$ cat config.mk
export PLATFORM = sky130hd
export DESIGN_NAME = risc_toy_ifetch
export DESIGN_NICKNAME = d
export VERILOG_FILES = /design/src/rtl/risc_toy_ifetch.sv
export SDC_FILE = /design/constraint.sdc
export NUM_CORES = 1
export LEC_CHECK = 0
export BUFFER_PORTS_ARGS = -buffer_cell sky130_fd_sc_hd__buf_2
export CAP_MARGIN = 20
export CORE_ASPECT_RATIO = 1.25
export CORE_MARGIN = 2
export CORE_UTILIZATION = 45
export DETAILED_ROUTE_END_ITERATION = 16
export SLEW_MARGIN = 20
export SYNTH_ARGS = -nofsm -noshare
export SYNTH_HDL_FRONTEND = slang
export SYNTH_SLANG_ARGS = --single-unit
$ cat constraint.sdc
create_clock -name CLK -period 6.5 [get_ports CLK]
set_input_delay 0.975 -clock CLK [delete_from_list [all_inputs] [get_ports CLK]]
set_output_delay 0.975 -clock CLK [all_outputs]
set_load 0.05 [all_outputs]
$ cat src/rtl/risc_toy_ifetch.sv
// rtl/risc_toy_ifetch.sv - prefetching instruction-fetch unit for the RISC_TOY core family
//
// Purpose: owns the PC, issues in-order requests on a request/grant/response
// instruction-memory port, and buffers up to DEPTH fetches in a circular buffer.
// The oldest fetch is presented to decode as {OUT_INSTR, OUT_PC} over a
// valid/ready handshake. REDIR flushes the buffer and discards in-flight fetches.
//
// Optional feature: define IFETCH_PERF_EN to add PERF_FETCHED / PERF_BUBBLE /
// PERF_REDIR 32-bit event counters.
//
// Ports:
//   CLK, RSTN            clock, asynchronous active-low reset
//   IREQ, IADDR, IGNT    fetch request, word address (= PC), memory grant
//   IVALID, INSTR        in-order fetch response
//   REDIR, REDIR_ADDR    redirect strobe and target word address
//   OUT_VALID/INSTR/PC   head instruction towards decode
//   OUT_READY            decode accepts head
//   PERF_*               event counters (IFETCH_PERF_EN only)
module risc_toy_ifetch #(
  parameter int              AW     = 30,
  parameter int              IW     = 32,
  parameter int              DEPTH  = 4,
  parameter logic [AW-1:0]   RST_PC = '0
) (
  input  logic          CLK,
  input  logic          RSTN,
  output logic          IREQ,
  output logic [AW-1:0] IADDR,
  input  logic          IGNT,
  input  logic          IVALID,
  input  logic [IW-1:0] INSTR,
  input  logic          REDIR,
  input  logic [AW-1:0] REDIR_ADDR,
  output logic          OUT_VALID,
  output logic [IW-1:0] OUT_INSTR,
  output logic [AW-1:0] OUT_PC,
  input  logic          OUT_READY
`ifdef IFETCH_PERF_EN
  ,
  output logic [31:0]   PERF_FETCHED,
  output logic [31:0]   PERF_BUBBLE,
  output logic [31:0]   PERF_REDIR
`endif
);

  localparam int PW = $clog2(DEPTH);
  localparam int CW = PW + 1;
  // Drop counter is wider than the occupancy counter because back-to-back
  // redirects against a slow memory accumulate outstanding discards.
  localparam int DW = CW + 4;
  localparam logic [CW-1:0] FULL = CW'(DEPTH);

  logic          run_q, run_d;
  logic [AW-1:0] pc_q, pc_d;
  logic [PW-1:0] head_q, head_d, tail_q, tail_d;
  logic [CW-1:0] count_q, count_d;
  logic [CW-1:0] inflight_q, inflight_d;
  logic [DW-1:0] drop_q, drop_d;
  logic [DEPTH-1:0] filled_q, filled_d;
  logic [AW-1:0] spc_q   [DEPTH];
  logic [AW-1:0] spc_d   [DEPTH];
  logic [IW-1:0] sinstr_q[DEPTH];
  logic [IW-1:0] sinstr_d[DEPTH];

  logic          ireq, issue, resp, discard, out_valid, pop;
  logic [PW-1:0] fill_idx;

  // Reserved-but-unfilled slots are always the youngest in-flight ones, so the
  // oldest of them sits inflight_q entries behind the tail.
  assign fill_idx  = tail_q - inflight_q[PW-1:0];
  assign ireq      = run_q & ~REDIR & (count_q < FULL);
  assign issue     = ireq & IGNT;
  assign resp      = IVALID & (drop_q == '0) & (inflight_q != '0);
  assign discard   = IVALID & (drop_q != '0);
  assign out_valid = filled_q[head_q] & ~REDIR;
  assign pop       = out_valid & OUT_READY;

  assign IREQ      = ireq;
  assign IADDR     = pc_q;
  assign OUT_VALID = out_valid;
  assign OUT_INSTR = sinstr_q[head_q];
  assign OUT_PC    = spc_q[head_q];

  always_comb begin
    run_d      = 1'b1;
    pc_d       = pc_q;
    head_d     = head_q;
    tail_d     = tail_q;
    count_d    = count_q;
    inflight_d = inflight_q;
    drop_d     = drop_q;
    filled_d   = filled_q;
    spc_d      = spc_q;
    sinstr_d   = sinstr_q;
    if (REDIR) begin
      // Everything still owed by memory becomes a discard, except a response
      // landing this very cycle, which is consumed here.
      pc_d       = REDIR_ADDR;
      head_d     = '0;
      tail_d     = '0;
      count_d    = '0;
      inflight_d = '0;
      filled_d   = '0;
      drop_d     = drop_q - DW'(discard) + DW'(inflight_q) - DW'(resp);
    end else begin
      if (pop) filled_d[head_q] = 1'b0;
      if (issue) begin
        spc_d[tail_q]    = pc_q;
        filled_d[tail_q] = 1'b0;
        pc_d             = pc_q + AW'(1);
      end
      if (resp) begin
        sinstr_d[fill_idx] = INSTR;
        filled_d[fill_idx] = 1'b1;
      end
      head_d     = head_q + PW'(pop);
      tail_d     = tail_q + PW'(issue);
      count_d    = count_q + CW'(issue) - CW'(pop);
      inflight_d = inflight_q + CW'(issue) - CW'(resp);
      drop_d     = drop_q - DW'(discard);
    end
  end

  always_ff @(posedge CLK or negedge RSTN) begin
    if (!RSTN) begin
      run_q      <= 1'b0;
      pc_q       <= RST_PC;
      head_q     <= '0;
      tail_q     <= '0;
      count_q    <= '0;
      inflight_q <= '0;
      drop_q     <= '0;
      filled_q   <= '0;
      for (int i = 0; i < DEPTH; i++) begin
        spc_q[i]    <= '0;
        sinstr_q[i] <= '0;
      end
    end else begin
      run_q      <= run_d;
      pc_q       <= pc_d;
      head_q     <= head_d;
      tail_q     <= tail_d;
      count_q    <= count_d;
      inflight_q <= inflight_d;
      drop_q     <= drop_d;
      filled_q   <= filled_d;
      spc_q      <= spc_d;
      sinstr_q   <= sinstr_d;
    end
  end

`ifdef IFETCH_PERF_EN
  logic [31:0] fetched_q, fetched_d, bubble_q, bubble_d, redir_q, redir_d;

  always_comb begin
    fetched_d = fetched_q + 32'(pop);
    bubble_d  = bubble_q + 32'(OUT_READY & ~out_valid);
    redir_d   = redir_q + 32'(REDIR);
  end

  always_ff @(posedge CLK or negedge RSTN) begin
    if (!RSTN) begin
      fetched_q <= '0;
      bubble_q  <= '0;
      redir_q   <= '0;
    end else begin
      fetched_q <= fetched_d;
      bubble_q  <= bubble_d;
      redir_q   <= redir_d;
    end
  end

  assign PERF_FETCHED = fetched_q;
  assign PERF_BUBBLE  = bubble_q;
  assign PERF_REDIR   = redir_q;
`endif

endmodule
==> insert_results.sql <==
INSERT INTO impl_metrics (metric_group, metric, value, unit) VALUES
('grt', 'globalRoute.totalOverflow', '0', ''),
('clocking', 'cts_resized', '0', ''),
('placed_design', 'gpl.final_weighted_congestion', '0.766', ''),
('logic_synthesis', 'synth.most_common_cell', 'dfrtp_1', ''),
('logic_synthesis', 'syn_area_cell', '14.6', 'um^2'),
('die', 'num_rows', '72', ''),
('final_layout', 'antenna-diode-count', '0', ''),
('worst_hold_path', 'worst_hold_path_type', 'input port to asynchronous set/reset pin', ''),
('setup_path', 'worstPathArrival', '4.30', 'ns'),
('die', 'core_region_area', '30800', 'um^2'),
('setup_path', 'endpoint_kind', 'flip-flop', ''),
('placed_design', 'detailedPlacementHpwl', '18800', 'um'),
('placed_design', 'count_of_buffers_inserted_at_the_top_level_ports', '161', ''),
('power', 'power_leakage', '7.91', 'nW'),
('final_layout', 'syn_to_final_growth', '15.9', '%'),
('setup_path', 'r2r.worst_path.cells', '14', ''),
('flow_run', 'max-cap-violations', '0', ''),
('clocking', 'h-tree-depth', '2', ''),
('route', 'wl_met1', '12800', 'um'),
('setup_path', 'reg2reg_setup_slack', '2.63', 'ns'),
('sta', 'timing.max_slew.rel_slack', '24.5', '%'),
('die', 'ioPinCount', '162', ''),
('clocking', 'cts-hold-fix-buffers', '0', ''),
('setup_path', 'worstPathMaxFanout', '5', ''),
('sta', 'fin_crit', '3.87', 'ns'),
('setup_path', 'setup.worst_path.start_class', 'flip-flop', ''),
('clocking', 'tritoncts', 'done', ''),
('power', 'peakVddDrop', '0.210', 'mV'),
('sta', 'highest_clock_rate', '0.259', 'GHz'),
('setup_path', 'worstPathRequired', '6.94', 'ns'),
('logic_synthesis', 'synth_instances', '961', ''),
('logic_synthesis', 'synth_top_flop_cell', 'dfrtp_1', ''),
('logic_synthesis', 'synthesis.area', '14000', 'um^2'),
('sta', 'unrepaired_setup_endpoints_after_global_routing', 'no', ''),
('grt', 'grt_util_all_layers', '19.0', '%'),
('route', 'wirelength', '30300', 'um'),
('grt', 'vias_in_the_first_global_route', '8823', ''),
('clocking', 'cts_root_buf', 'clkbuf_16', ''),
('die', 'floorplan.die.width', '162', 'um'),
('final_layout', 'fin_util', '52.8', '%'),
('clocking', 'postCtsSetupRepairBufs', '0', ''),
('sta', 'finalSetupTns', '0', 'ns'),
('die', 'die_h', '201', 'um'),
('route', 'route.detailed.drc', '0', ''),
('clocking', 'clock_sinks', '300', ''),
('logic_synthesis', 'synth.net_count', '1051', ''),
('setup_path', 'worst-setup-path-type', 'flip-flop to flip-flop', ''),
('logic_synthesis', 'synth.distinct_cells', '49', ''),
('setup_path', 'timing.rr.start', 'drop_q[1]$_DFF_PN0_', ''),
('run_status', 'outcome', 'finished clean', ''),
('power', 'power_density', '308', 'nW/um^2'),
('route', 'routed_via_density', '5.34', ''),
('route', 'drt_first_pass_iters', '4', ''),
('final_layout', 'layout.cells.non_filler', '1534', ''),
('route', 'met2_wirelength', '15200', 'um'),
('die', 'die_footprint', '32600', 'um^2'),
('clocking', 'cts_buffers', '34', ''),
('grt', 'grt_pass1_wl', '48700', 'um'),
('logic_synthesis', 'yosys_warning_total', '0', ''),
('logic_synthesis', 'synth.area.top_cells', 'dfrtp_1 (53%), mux2_2 (16%), mux4_2 (10%), mux2_4 (3.6%), xnor2_1 (1.9%)', ''),
('logic_synthesis', 'async_flop_share', '100', '%'),
('route', 'topRoutingLayerUsed', 'met5', ''),
('clocking', 'cts.clk_slew.worst_paths', '0.06', 'ns'),
('sta', 'finalHoldViolCount', '0', ''),
('grt', 'grt_antenna_before_repair', '2', ''),
('logic_synthesis', 'total_of_flip_flops_plus_latches_after_synthesis', '300', ''),
('sta', 'post-route-period-util', '59.5', '%'),
('logic_synthesis', 'most_used_standard_cells_in_the_synthesized_netlist', 'dfrtp_1 (300), mux2_2 (203), mux4_2 (63), nand2_1 (51), clkbuf_1 (38)', ''),
('clocking', 'clk-insertion-delay-late', '0.53', 'ns'),
('logic_synthesis', 'synth.yosys.seq_area_share', '53.5', '%'),
('route', 'drt_iter0_markers', '362', '');
## worst max-delay path, stage by stage (launching register included)
cell and delay (ns):
dfrtp_1 0.42, or4_4 0.58, nor4_4 0.16, and2b_1 0.23, ha_1 0.30, ha_1 0.28, inv_1 0.03, ha_1 0.20
fa_1 0.40, a21o_1 0.17, a21oi_1 0.21, nor2b_1 0.08, a221oi_1 0.32, mux2i_1 0.26, xnor2_1 0.14
## cells by family after synthesis
kind of cell	share of synthesized area (%)
xor+xnor	3.00
other cells	0.0267
flops	53.5
mux	30.7
fa+ha+maj	2.12
simple gates	5.33
compound gates	2.16
buf+inv	3.16
## cell type report
class | instances | area, um^2
fill | 2651 | 14500
sequential | 300 | 7510
multi-input combinational | 570 | 6100
timing repair buffer | 173 | 991
clock buffer | 48 | 943
tap | 407 | 509
clock inverter | 11 | 110
inverter | 25 | 93.8
## per-layer routing
layer	track usage, %	vias to the layer above
li1	-	3738
met1	24.3	4240
met2	32.5	175
met3	4.76	40
met4	4.61	4
met5	0	-
## state kept, by name (all words and copies together), names as in the netlist, 3 cells and up
register / cells
inflight_q: 3
drop_q: 7
IADDR: 30
sinstr_q: 128
count_q: 3
filled_q: 4
spc_q: 120
## worst max-delay path by stage
stage                        start                   to  slack, ns  cells past startpoint
5_1_grt        drop_q[1]$_DFF_PN0_  drop_q[6]$_DFF_PN0_       2.31                     14
6_report       drop_q[1]$_DFF_PN0_  drop_q[6]$_DFF_PN0_       2.63                     14
3_5_place_dp   drop_q[1]$_DFF_PN0_  drop_q[6]$_DFF_PN0_       2.62                     14
4_1_cts        head_q[0]$_DFF_PN0_         OUT_INSTR[1]       2.41                      3
2_1_floorplan  drop_q[1]$_DFF_PN0_  drop_q[6]$_DFF_PN0_       2.85                     14
3_3_place_gp   drop_q[1]$_DFF_PN0_  drop_q[6]$_DFF_PN0_       2.67                     14
## cell usage in the layout (no fill, tap or decap), types with 4 or more instances in the layout
cell         n
buf_4        7
mux2_4      34
ha_1        19
mux4_2      63
and4_1       4
a21oi_1      6
mux2_2     203
nor2b_1      8
clkbuf_1    10
clkbuf_8     4
dfrtp_1    298
inv_1       25
nand2_1     51
xor2_1      18
nor2_1      20
nand3_1     13
o21ai_0     33
mux2_1       6
and3_1       6
xnor2_1     30
buf_2      160
clkbuf_16   34
nand4_1     12
## stage by stage
step                setup WS (ns)  hold WS, ns  area (um^2)  total power, mW
global placement             2.67        0.459        15100             3.19
CTS                          2.41        0.460        16200             5.08
detailed placement           2.62        0.469        15200             3.21
floorplan                    2.85        0.445        14000             2.94
global route                 2.31        0.477        16300             5.26
finish                       2.63        0.433        16300             5.00
## power by group
group          switching (mW)  total [mW]  internal, mW
registers               0.123        2.15          2.02
logic                   0.622        1.02         0.401
clock network           0.774        1.83          1.06
Note: power is estimated with default switching activity, not from simulation.
